## src/rtl/mips_multicycle_control.sv

```systemverilog
// Purpose : multicycle MIPS control FSM; decodes opcode/funct into datapath controls.
// Latency : Moore outputs follow state; lw 5, sw/R-type/addi 4, branch/jump 3 cycles (mem_ready=1).
// Backpressure: FETCH, MEMRD and MEMWR hold while mem_ready=0 (when MEM_HANDSHAKE=1).
//
// Ports:
//   clock, reset (async active-low)       - state register clock and reset
//   opcode, funct                         - instruction register fields [31:26] and [5:0]
//   zero                                  - ALU zero flag, used by beq/bne
//   mem_ready                             - shared memory access completes this cycle
//   pc_we, IorD, MemRead, MemWrite,       - datapath enables and mux selects
//   IRWrite, MemtoReg, RegWrite, ALUSrcA,
//   isJAL, RegDst, ALUSrcB, PCSource, ALUOp
//   state                                 - current FSM state (debug)
//   instr_done                            - pulse in an instruction's final cycle
//   illegal                               - pulse in DECODE for an undecoded opcode
module mips_multicycle_control #(
    parameter bit MEM_HANDSHAKE = 1'b1
) (
    input  logic       clock,
    input  logic       reset,
    input  logic [5:0] opcode,
    input  logic [5:0] funct,
    input  logic       zero,
    input  logic       mem_ready,
    output logic       pc_we,
    output logic       IorD,
    output logic       MemRead,
    output logic       MemWrite,
    output logic       IRWrite,
    output logic       MemtoReg,
    output logic       RegWrite,
    output logic       ALUSrcA,
    output logic       isJAL,
    output logic [1:0] RegDst,
    output logic [1:0] ALUSrcB,
    output logic [1:0] PCSource,
    output logic [2:0] ALUOp,
    output logic [3:0] state,
    output logic       instr_done,
    output logic       illegal
);

    typedef enum logic [3:0] {
        S_FETCH  = 4'd0,
        S_DECODE = 4'd1,
        S_MEMADR = 4'd2,
        S_MEMRD  = 4'd3,
        S_LDWB   = 4'd4,
        S_MEMWR  = 4'd5,
        S_REXEC  = 4'd6,
        S_RWB    = 4'd7,
        S_BRANCH = 4'd8,
        S_JUMP   = 4'd9,
        S_JAL    = 4'd10,
        S_IEXEC  = 4'd11,
        S_IWB    = 4'd12,
        S_JR     = 4'd13
    } state_t;

    localparam logic [5:0] OP_RTYPE = 6'b000000;
    localparam logic [5:0] OP_J     = 6'b000010;
    localparam logic [5:0] OP_JAL   = 6'b000011;
    localparam logic [5:0] OP_BEQ   = 6'b000100;
    localparam logic [5:0] OP_BNE   = 6'b000101;
    localparam logic [5:0] OP_ADDI  = 6'b001000;
    localparam logic [5:0] OP_LW    = 6'b100011;
    localparam logic [5:0] OP_SW    = 6'b101011;
    localparam logic [5:0] FN_JR    = 6'b001000;

    localparam logic [2:0] ALU_ADD   = 3'b000;
    localparam logic [2:0] ALU_SUB   = 3'b001;
    localparam logic [2:0] ALU_FUNCT = 3'b010;

    state_t state_q;
    state_t state_d;
    logic   mem_rdy;

    // With the handshake disabled every memory access completes in one cycle.
    assign mem_rdy = MEM_HANDSHAKE ? mem_ready : 1'b1;
    assign state   = state_q;

    always_ff @(posedge clock or negedge reset) begin
        if (!reset) begin
            state_q <= S_FETCH;
        end else begin
            state_q <= state_d;
        end
    end

    always_comb begin
        state_d    = S_FETCH;
        pc_we      = 1'b0;
        IorD       = 1'b0;
        MemRead    = 1'b0;
        MemWrite   = 1'b0;
        IRWrite    = 1'b0;
        MemtoReg   = 1'b0;
        RegWrite   = 1'b0;
        ALUSrcA    = 1'b0;
        isJAL      = 1'b0;
        RegDst     = 2'b00;
        ALUSrcB    = 2'b00;
        PCSource   = 2'b00;
        ALUOp      = ALU_ADD;
        instr_done = 1'b0;
        illegal    = 1'b0;

        case (state_q)
            S_FETCH: begin
                // PC+4 is written together with the IR, only when the read lands.
                MemRead  = 1'b1;
                ALUSrcB  = 2'b01;
                ALUOp    = ALU_ADD;
                PCSource = 2'b00;
                IRWrite  = mem_rdy;
                pc_we    = mem_rdy;
                state_d  = mem_rdy ? S_DECODE : S_FETCH;
            end
            S_DECODE: begin
                // Branch target is precomputed here into ALUOut.
                ALUSrcB = 2'b11;
                ALUOp   = ALU_ADD;
                if (opcode == OP_LW || opcode == OP_SW) begin
                    state_d = S_MEMADR;
                end else if (opcode == OP_RTYPE) begin
                    state_d = (funct == FN_JR) ? S_JR : S_REXEC;
                end else if (opcode == OP_BEQ || opcode == OP_BNE) begin
                    state_d = S_BRANCH;
                end else if (opcode == OP_J) begin
                    state_d = S_JUMP;
                end else if (opcode == OP_JAL) begin
                    state_d = S_JAL;
                end else if (opcode == OP_ADDI) begin
                    state_d = S_IEXEC;
                end else begin
                    illegal = 1'b1;
                    state_d = S_FETCH;
                end
            end
            S_MEMADR: begin
                ALUSrcA = 1'b1;
                ALUSrcB = 2'b10;
                ALUOp   = ALU_ADD;
                state_d = (opcode == OP_SW) ? S_MEMWR : S_MEMRD;
            end
            S_MEMRD: begin
                MemRead = 1'b1;
                IorD    = 1'b1;
                state_d = mem_rdy ? S_LDWB : S_MEMRD;
            end
            S_LDWB: begin
                RegWrite   = 1'b1;
                MemtoReg   = 1'b1;
                RegDst     = 2'b00;
                instr_done = 1'b1;
                state_d    = S_FETCH;
            end
            S_MEMWR: begin
                MemWrite   = 1'b1;
                IorD       = 1'b1;
                instr_done = mem_rdy;
                state_d    = mem_rdy ? S_FETCH : S_MEMWR;
            end
            S_REXEC: begin
                ALUSrcA = 1'b1;
                ALUSrcB = 2'b00;
                ALUOp   = ALU_FUNCT;
                state_d = S_RWB;
            end
            S_RWB: begin
                RegWrite   = 1'b1;
                RegDst     = 2'b01;
                instr_done = 1'b1;
                state_d    = S_FETCH;
            end
            S_BRANCH: begin
                // bne is the only branch opcode with bit 0 set; it takes the
                // inverted zero flag.
                ALUSrcA    = 1'b1;
                ALUSrcB    = 2'b00;
                ALUOp      = ALU_SUB;
                PCSource   = 2'b01;
                pc_we      = (opcode == OP_BNE) ? ~zero : zero;
                instr_done = 1'b1;
                state_d    = S_FETCH;
            end
            S_JUMP: begin
                pc_we      = 1'b1;
                PCSource   = 2'b10;
                instr_done = 1'b1;
                state_d    = S_FETCH;
            end
            S_JAL: begin
                // PC already holds PC+4, which is the link value for $31.
                pc_we      = 1'b1;
                PCSource   = 2'b10;
                RegWrite   = 1'b1;
                RegDst     = 2'b10;
                isJAL      = 1'b1;
                instr_done = 1'b1;
                state_d    = S_FETCH;
            end
            S_IEXEC: begin
                ALUSrcA = 1'b1;
                ALUSrcB = 2'b10;
                ALUOp   = ALU_ADD;
                state_d = S_IWB;
            end
            S_IWB: begin
                RegWrite   = 1'b1;
                RegDst     = 2'b00;
                instr_done = 1'b1;
                state_d    = S_FETCH;
            end
            S_JR: begin
                pc_we      = 1'b1;
                PCSource   = 2'b11;
                instr_done = 1'b1;
                state_d    = S_FETCH;
            end
            default: begin
                // Unused codes 14/15 recover to FETCH with all outputs idle.
                state_d = S_FETCH;
            end
        endcase

        // The state register already sits in FETCH during reset; only the
        // mem_ready-dependent FETCH enables need masking.
        if (!reset) begin
            pc_we   = 1'b0;
            IRWrite = 1'b0;
        end
    end

endmodule

```

## config.mk

```make
export PLATFORM = sky130hd
export DESIGN_NAME = mips_multicycle_control
export DESIGN_NICKNAME = d
export VERILOG_FILES = /design/src/rtl/mips_multicycle_control.sv
export SDC_FILE = /design/constraint.sdc
export NUM_CORES = 1
export LEC_CHECK = 0
export ABC_CLOCK_PERIOD_IN_PS = 2600
export CORE_ASPECT_RATIO = 0.7
export CORE_MARGIN = 5
export CORE_UTILIZATION = 35
export DETAILED_ROUTE_END_ITERATION = 7
export PLACE_DENSITY = 0.85
export SYNTH_ARGS = -nofsm -noshare
export SYNTH_HDL_FRONTEND = slang
export SYNTH_SLANG_ARGS = --single-unit
```

## constraint.sdc

```tcl
create_clock -name clock -period 2.6 [get_ports clock]
set_clock_uncertainty 0.2 [all_clocks]
set_input_delay 0.26 -clock clock [delete_from_list [all_inputs] [get_ports clock]]
set_output_delay 0.26 -clock clock [all_outputs]
set_load 0.05 [all_outputs]
```

== After elaboration in Yosys (flattened, before gate mapping) ==
Cells that the tools add are included.
W data, S select, Z words.
Cells by class
  eq/ne operators: 21
  mux-type cells: 36
  bitwise operators: 1
  reduce and logical (&&, ||, !) cells: 12
Operators by type and width (count)
  $mux W4: 7
  $pmux W4 S7: 1
  $eq A4 B4 Y1 const B: 6
  $mux W1: 19
  $eq A4 B3 Y1 const B: 4
  $eq A6 B2 Y1 const B: 2
  $eq A6 B3 Y1 const B: 2
  $eq A6 B4 Y1 const B: 2
  $eq A6 B6 Y1 const B: 2
  $pmux W2 S3: 2
  $mux W3: 3
  $eq A4 B2 Y1 const B: 2
  $pmux W2 S2: 2
  $reduce_or A2 Y1: 4
  $reduce_or A4 Y1: 2
  $reduce_or A7 Y1: 1
  $logic_not A6 Y1: 1
  $eq A4 B1 Y1 const B: 1
  $logic_not A4 Y1: 1
  $pmux W1 S3: 1
  $reduce_or A3 Y1: 1
  $logic_or A1 B1 Y1: 2
  $pmux W1 S2: 1
  $not A1 Y1: 1
Storage, ports and cells
  register bits after elaboration: 4
  input port bits: 16
  output and inout port bits: 24
  word-level logic and storage cells: 71

== Longest topological paths before layout ==
  depth in word-level cells: 8
  mapped depth: 6
  mapped depth without buffers: 4

== Least setup slack after synthesis ==
Ideal clock, no wire load.
  path type: register -> output
  from: register state_q[3], in the netlist state[3]
  to: output port pc_we
  data arrival time: 3403 ps
  required time: 2140 ps
  setup slack: -1263 ps
  stages on the path, launching flop included: 6
  path buffers: 1
  path through: dfrtp_1 buf_2 nand2b_1 nor3_1 or3b_1 a31oi_1
Between the ends
  longest elaborated chain between the ends: 4
  elaborated cells between the ends (all ways): 8
  classes of those cells: eq/ne: 4; mux: 2; reduce/logical: 2
RTL lines
  from (decl): RTL line 74  | state_t state_q;
  from (signal assigned): RTL line 86  | state_q <= state_d;
  $eq A4 B4 Y1: RTL line 108  | case (state_q)
  $reduce_or A3 Y1 (no source line)
  $pmux W1 S3 *: RTL line 108
  $mux W1 *: RTL line 229  | if (!reset) begin
  to (decl): RTL line 25  | output logic pc_we,
Every way passes the cells marked *; elsewhere a longest branch is shown, timed or not.

== Worst setup path in the final report ==
  from: register state_q[3], in the netlist state[3]
  to: output port illegal
Between the ends
  longest elaborated chain between the ends: 2
RTL lines
  $eq A4 B1 Y1: RTL line 108
  $mux W1: RTL line 108
  to (decl): RTL line 40  | output logic illegal
Every way passes these cells.

==> impl_metrics.toml <==
[status]
status = "finished clean"

[power]
design_power_total_mw = 1.326
total_leakage_power_nw = 0.4770
power.ir.vdd_worst_uv = 717.6
p_per_area_nw_per_um2 = 1105

[route]
postRouteAntennaNets = 0
detailroute.via_count = 913
drt_pre_antenna_iters = 4
drcViolationCount = 0
avgViaCountPerCell = 5.706
routed_wl_um = 2358
drtIter0Drc = 38
wire_per_inst_um = 14.74

[logic_synthesis]
ys.flop_type = "dfrtp_1"
syn-cell-area_sq_um = 674.4
synthesis.yosys.warnings = 0
netlist_instances = 99
syn_nets = 115
yosys_reg_bits = 4
asyncSetResetFlopFracSynth_pct = 100.0
mean_instance_size_in_the_synthesized_netlist_sq_um = 6.812
proportion_of_synthesized_chip_area_in_sequential_cells_pct = 14.84
synth_edf_count = 0
count_of_cell_types_in_the_netlist = 41

[sta]
setup_viol = 0
report.final.slew_viol_count = 0
setup_total_negative_slack_ps = 0
measured_slew_at_the_worst_slew_check_pin_ps = 497.8
slew-limit-headroom_pct = 66.71
max_clk_rate_ghz = 0.4202
finalHoldViolations = 0
finalCriticalPeriod_ps = 2380
period_share_pct = 91.52
setup_slack_ps = 220.4
grt_setup_unrepaired = "false"

[layout]
nNetsFinal = 156
multiInputGateArea_sq_um = 546.8
area.sequential_sq_um = 100.1
fillerInstances = 151
largest_register_ff_count = 4
design_area_sq_um = 1200
antenna_cells_inserted = 0
area_growth_pct = 77.92
layout_common_cells = "clkdlybuf4s50_1 (20), buf_4 (19), nor2_1 (17)"
share_of_final_layout_standard_cells_stronger_than_drive_strength_1_pct = 28.26
final_common_cell = "clkdlybuf4s50_1"

[global_route]
initial_antenna_violation_count = 0
track_usage_pct = 16.65
grt_start_max_net_pins = 14
grt_residual_overflow = 0
grt_first_pass_wirelength_um = 3829
first_global_vias = 853

[floorplanning]
rows = 13
die_width_um = 62.47
die_y_um = 46.73
floorplan.io_pins = 40
floorplan.initialDensity_pct = 36.69
placeableCoreArea_sq_um = 1838
die_area_sq_um = 2919

[clock_network]
tritoncts_num_sinks = 4
clockBufferDepth = 2
htreeDepth = 1
clk-insertion-delay-late_ps = 240
cts_buffers = 3
cts_tree = "yes"
ctsRootBufferMaster = "clkbuf_4"
clk_pin_slew_worst_paths_ps = 40
post_cts_buffers = 0
postCtsHoldBufs = 0
cts_repair_resize_count = 0

[setup_path]
cp_cell_sequence = "buf_4 -> or4b_4 -> nor3b_2 -> buf_12"
setup.worst_path.end_class = "primary output"
worst_ep_required_time_ps = 2140
critical_path.slowest_cell = "or4b_4"
worst_setup_path_start_kind = "register"
path_class = "reg2out"
worst_path_dominant_cell_family = "simple AND/OR/NAND/NOR gates"
slowest_delay_ps = 550
cp.arrival_ps = 1920
critical_path_buf_inv_count = 2
critPathMaxFanout = 10

[place]
setup_slack_after_placement_ps = 264.2
finalWeightedCongestion = 0.8900
numPortBuffers = 38
postPlaceCellArea_sq_um = 1177
detailedPlacementHpwl_um = 1972

[hold_path]
hold_path.class = "in2async"

[job]
max-cap-violations = 0
[Yosys cell counts (2+ instances only)]
| master | count | area share [%] |
|---|---|---|
| xnor2_1 | 2 | 2.6 |
| nand2b_1 | 5 | 4.6 |
| xor2_1 | 2 | 2.6 |
| buf_1 | 3 | 1.7 |
| nand3b_1 | 2 | 2.2 |
| dfrtp_1 | 4 | 15 |
| or4_1 | 2 | 2.2 |
| a31oi_1 | 2 | 1.9 |
| nor3_1 | 6 | 4.5 |
| nor4b_1 | 2 | 2.6 |
| a21oi_1 | 5 | 3.7 |
| buf_2 | 3 | 2.2 |
| nor2b_1 | 3 | 2.8 |
| nor3b_1 | 4 | 4.5 |
| o22ai_1 | 2 | 1.9 |
| nand2_1 | 5 | 2.8 |
| clkbuf_1 | 2 | 1.1 |
| nand3_1 | 2 | 1.5 |
| o21ai_0 | 4 | 3.0 |
| buf_4 | 2 | 2.2 |
| nor2_1 | 17 | 9.5 |
[metrics by stage]
stage          hold WS, ps  cells  util [%]
2_1_floorplan       -235.6     99         -
3_3_place_gp         297.8    157     64.06
3_5_place_dp         301.3    157     64.06
4_1_cts              50.50    160     65.28
5_1_grt              63.77    160     65.28
6_report             51.33    160     65.28
[per-layer routing]
| layer | wire length, um | GRT usage [%] |
|---|---|---|
| met1 | 1005 | 20.81 |
| met2 | 1166 | 28.51 |
| met3 | 141 | 3.415 |
| met4 | 44 | 7.627 |
| met5 | 0 | 0 |
[worst reg2reg max path, stage by stage (launching register included)]
cell and delay, ps:
dfrtp_1 480, buf_4 210, or4b_4 550, or4_1 410, o32a_1 180, nand3_1 90
[power breakdown]
group	total [mW]	leakage, nW	switching, mW	internal (mW)
Clock	0.0766	0.0138	0.0250	0.0516
Sequential	0.150	0.0533	0.0692	0.0812
Combinational	1.10	0.410	0.670	0.429
Total	1.33	0.477	0.765	0.562
[layout make-up]
cell class,count,area share [%]
multi-input combinational,84,45.57
clock buffer,3,1.877
timing repair buffer,47,41.92
sequential,4,8.342
tap,22,2.294
[worst paths after layout]
check	start	endpoint	slack [ps]	cells after the start
setup / recovery	state[3]	illegal	220	4
hold / removal	reset	state[0]	50	1
setup reg to reg	state[3]	state[1]	390	5
hold reg to reg	state[2]	state[2]	430	1
max in group asynchronous	reset	state[1]	1950	1
min in group clock	state[2]	state[2]	430	1
[cells by family (layout without fill, tap and decap cells)]
group | Yosys count | count (layout) | synth area share [%]
and+or+nand+nor | 55 | 55 | 46.20
AOI/OAI and AO/OA | 23 | 23 | 22.64
buffers and inverters | 11 | 50 | 8.904
xor gates and xnor gates | 4 | 4 | 5.196
DFF | 4 | 4 | 14.84
other | 1 | 1 | 0.5561
muxes | 1 | 1 | 1.670
No activity file was read; power rests on OpenSTA's default activity.
==> RTL change, RTL diff (same settings) <==
`MEM_HANDSHAKE`: 1'b1 -> 1'b0.
--- a/src/rtl/mips_multicycle_control.sv
+++ b/src/rtl/mips_multicycle_control.sv
@@ -15,5 +15,5 @@
 //   illegal                               - pulse in DECODE for an undecoded opcode
 module mips_multicycle_control #(
-    parameter bit MEM_HANDSHAKE = 1'b1
+    parameter bit MEM_HANDSHAKE = 1'b0
 ) (
     input  logic       clock,
Function: changed (a bounded check fails within 4 cycles, from zero or initial values and one cycle with reset low).
==> RTL change against the original RTL <==
- wire length shrank 19%
- total power shrank 33%
- final area fell by 15%
- setup slack worse by 150 ps
- sequential cell count did not move
- synthesized cell count shrank 15%
- area after synthesis is 14% lower
- clock power is 3.8% lower
- critical path type is now primary input to output port
==> RTL change: results (changes against the original RTL) <==
status - completed
syn_area_per_cell - 6.88 µm² (+1.0%)
PortBufs - 37 (-2.6%)
Nets - 141 (-9.6%)
mean routed wirelength per cell - 13.3 µm (-9.5%)
register area share after synthesis - 0.173 (+0.0247)
Slowest cell on crit path - or4_1
share of post-route cells with drive strength above 1 - 0.260 (-0.0224)
Netlist cell types - 36 (-12%)
worst r2r src - state[1]
most instantiated cells after synthesis - nor2_1 (11), nand2_1 (6), a21oi_1 (5), nand2b_1 (5)
PD cells - 877 nW/µm² (-21%)
number of global-route vias before repair - 719 (-16%)
Static Leak - 0.412 nW (-14%)
GPL Wtd Cong - 0.967 (+8.7%)
Synth area leaders - dfrtp_1 (17%), nor2_1 (7.1%), nand2b_1 (5.4%)
largest net degree at the start of global routing - 16 (+2)
post-detail-place hpwl - 1.57 mm (-20%)
Vias - 751 (-18%)
critical path peak fanout - 2 (-8)
first-pass GRT wire length - 3.06 mm (-20%)
CP max stage delay - 580 ps (+30 ps)
pre-CTS WS - 70.6 ps (-194 ps)
reg-to-reg critical path endpoint - state[3]
placed cell area - 993 µm² (-16%)
Layout fillers - 141 (-6.6%)
worst hold slack - 59.9 ps (+8.60 ps)
GRT Util Overall - 0.151 (-0.0152)
Critical Path AT - 2070 ps (+150 ps)
-- RTL change: cell types whose count changed after synthesis, sizes merged, moves of 2 or more --
| cell | before | now |
|---|---|---|
| o32ai | 0 | 2 |
| nor3 | 6 | 4 |
| buf | 9 | 4 |
| nand3b | 2 | 0 |
| and2 | 0 | 2 |
| nor2 | 17 | 11 |
| inv | 0 | 2 |
-- RTL change: logic make-up (layout without fill, tap and decap cells) --
kind of cell	count (synthesis)	count (layout)	synth area share
and+or+nand+nor	44	44	0.405
AOI/OAI and AO/OA	21	21	0.260
buffers and inverters	9	48	0.0714
DFF	4	4	0.173
xor gates and xnor gates	3	3	0.0455
muxes	2	2	0.0390
other	1	1	0.00649
-- RTL change: power breakdown --
| part | switching, mW | total, mW | internal, mW |
|---|---|---|---|
| logic | 0.447 | 0.692 | 0.245 |
| clock network | 0.0223 | 0.0737 | 0.0514 |
| registers | 0.0480 | 0.125 | 0.0765 |
-- RTL change: worst max-delay path by stage --
stage / from / end / slack [ps] / cells after the start
detailed placement: opcode[5] / pc_we / 70 / 6
global route: opcode[5] / pc_we / 20 / 6
global placement: opcode[5] / pc_we / 100 / 6
finish: opcode[5] / pc_we / 70 / 6
floorplan: state[3] / ALUOp[0] / 40 / 3
CTS: opcode[5] / pc_we / 60 / 6
-- RTL change: cell type report --
class / instances / share of cell area
Sequential cell: 4 / 0.0985
Tap cell: 21 / 0.0259
Multi-Input combinational cell: 71 / 0.450
Clock buffer: 3 / 0.0222
Inverter: 2 / 0.00739
Timing Repair Buffer: 43 / 0.397
-- RTL change: routing by layer --
metal	wire, µm	up-vias	track usage	share of wire
li1	-	387	-	-
met1	788	339	0.194	0.41
met2	1020	25	0.254	0.53
met3	109	0	0.0238	0.057
met4	0	0	0.0588	0
met5	0	-	0	0
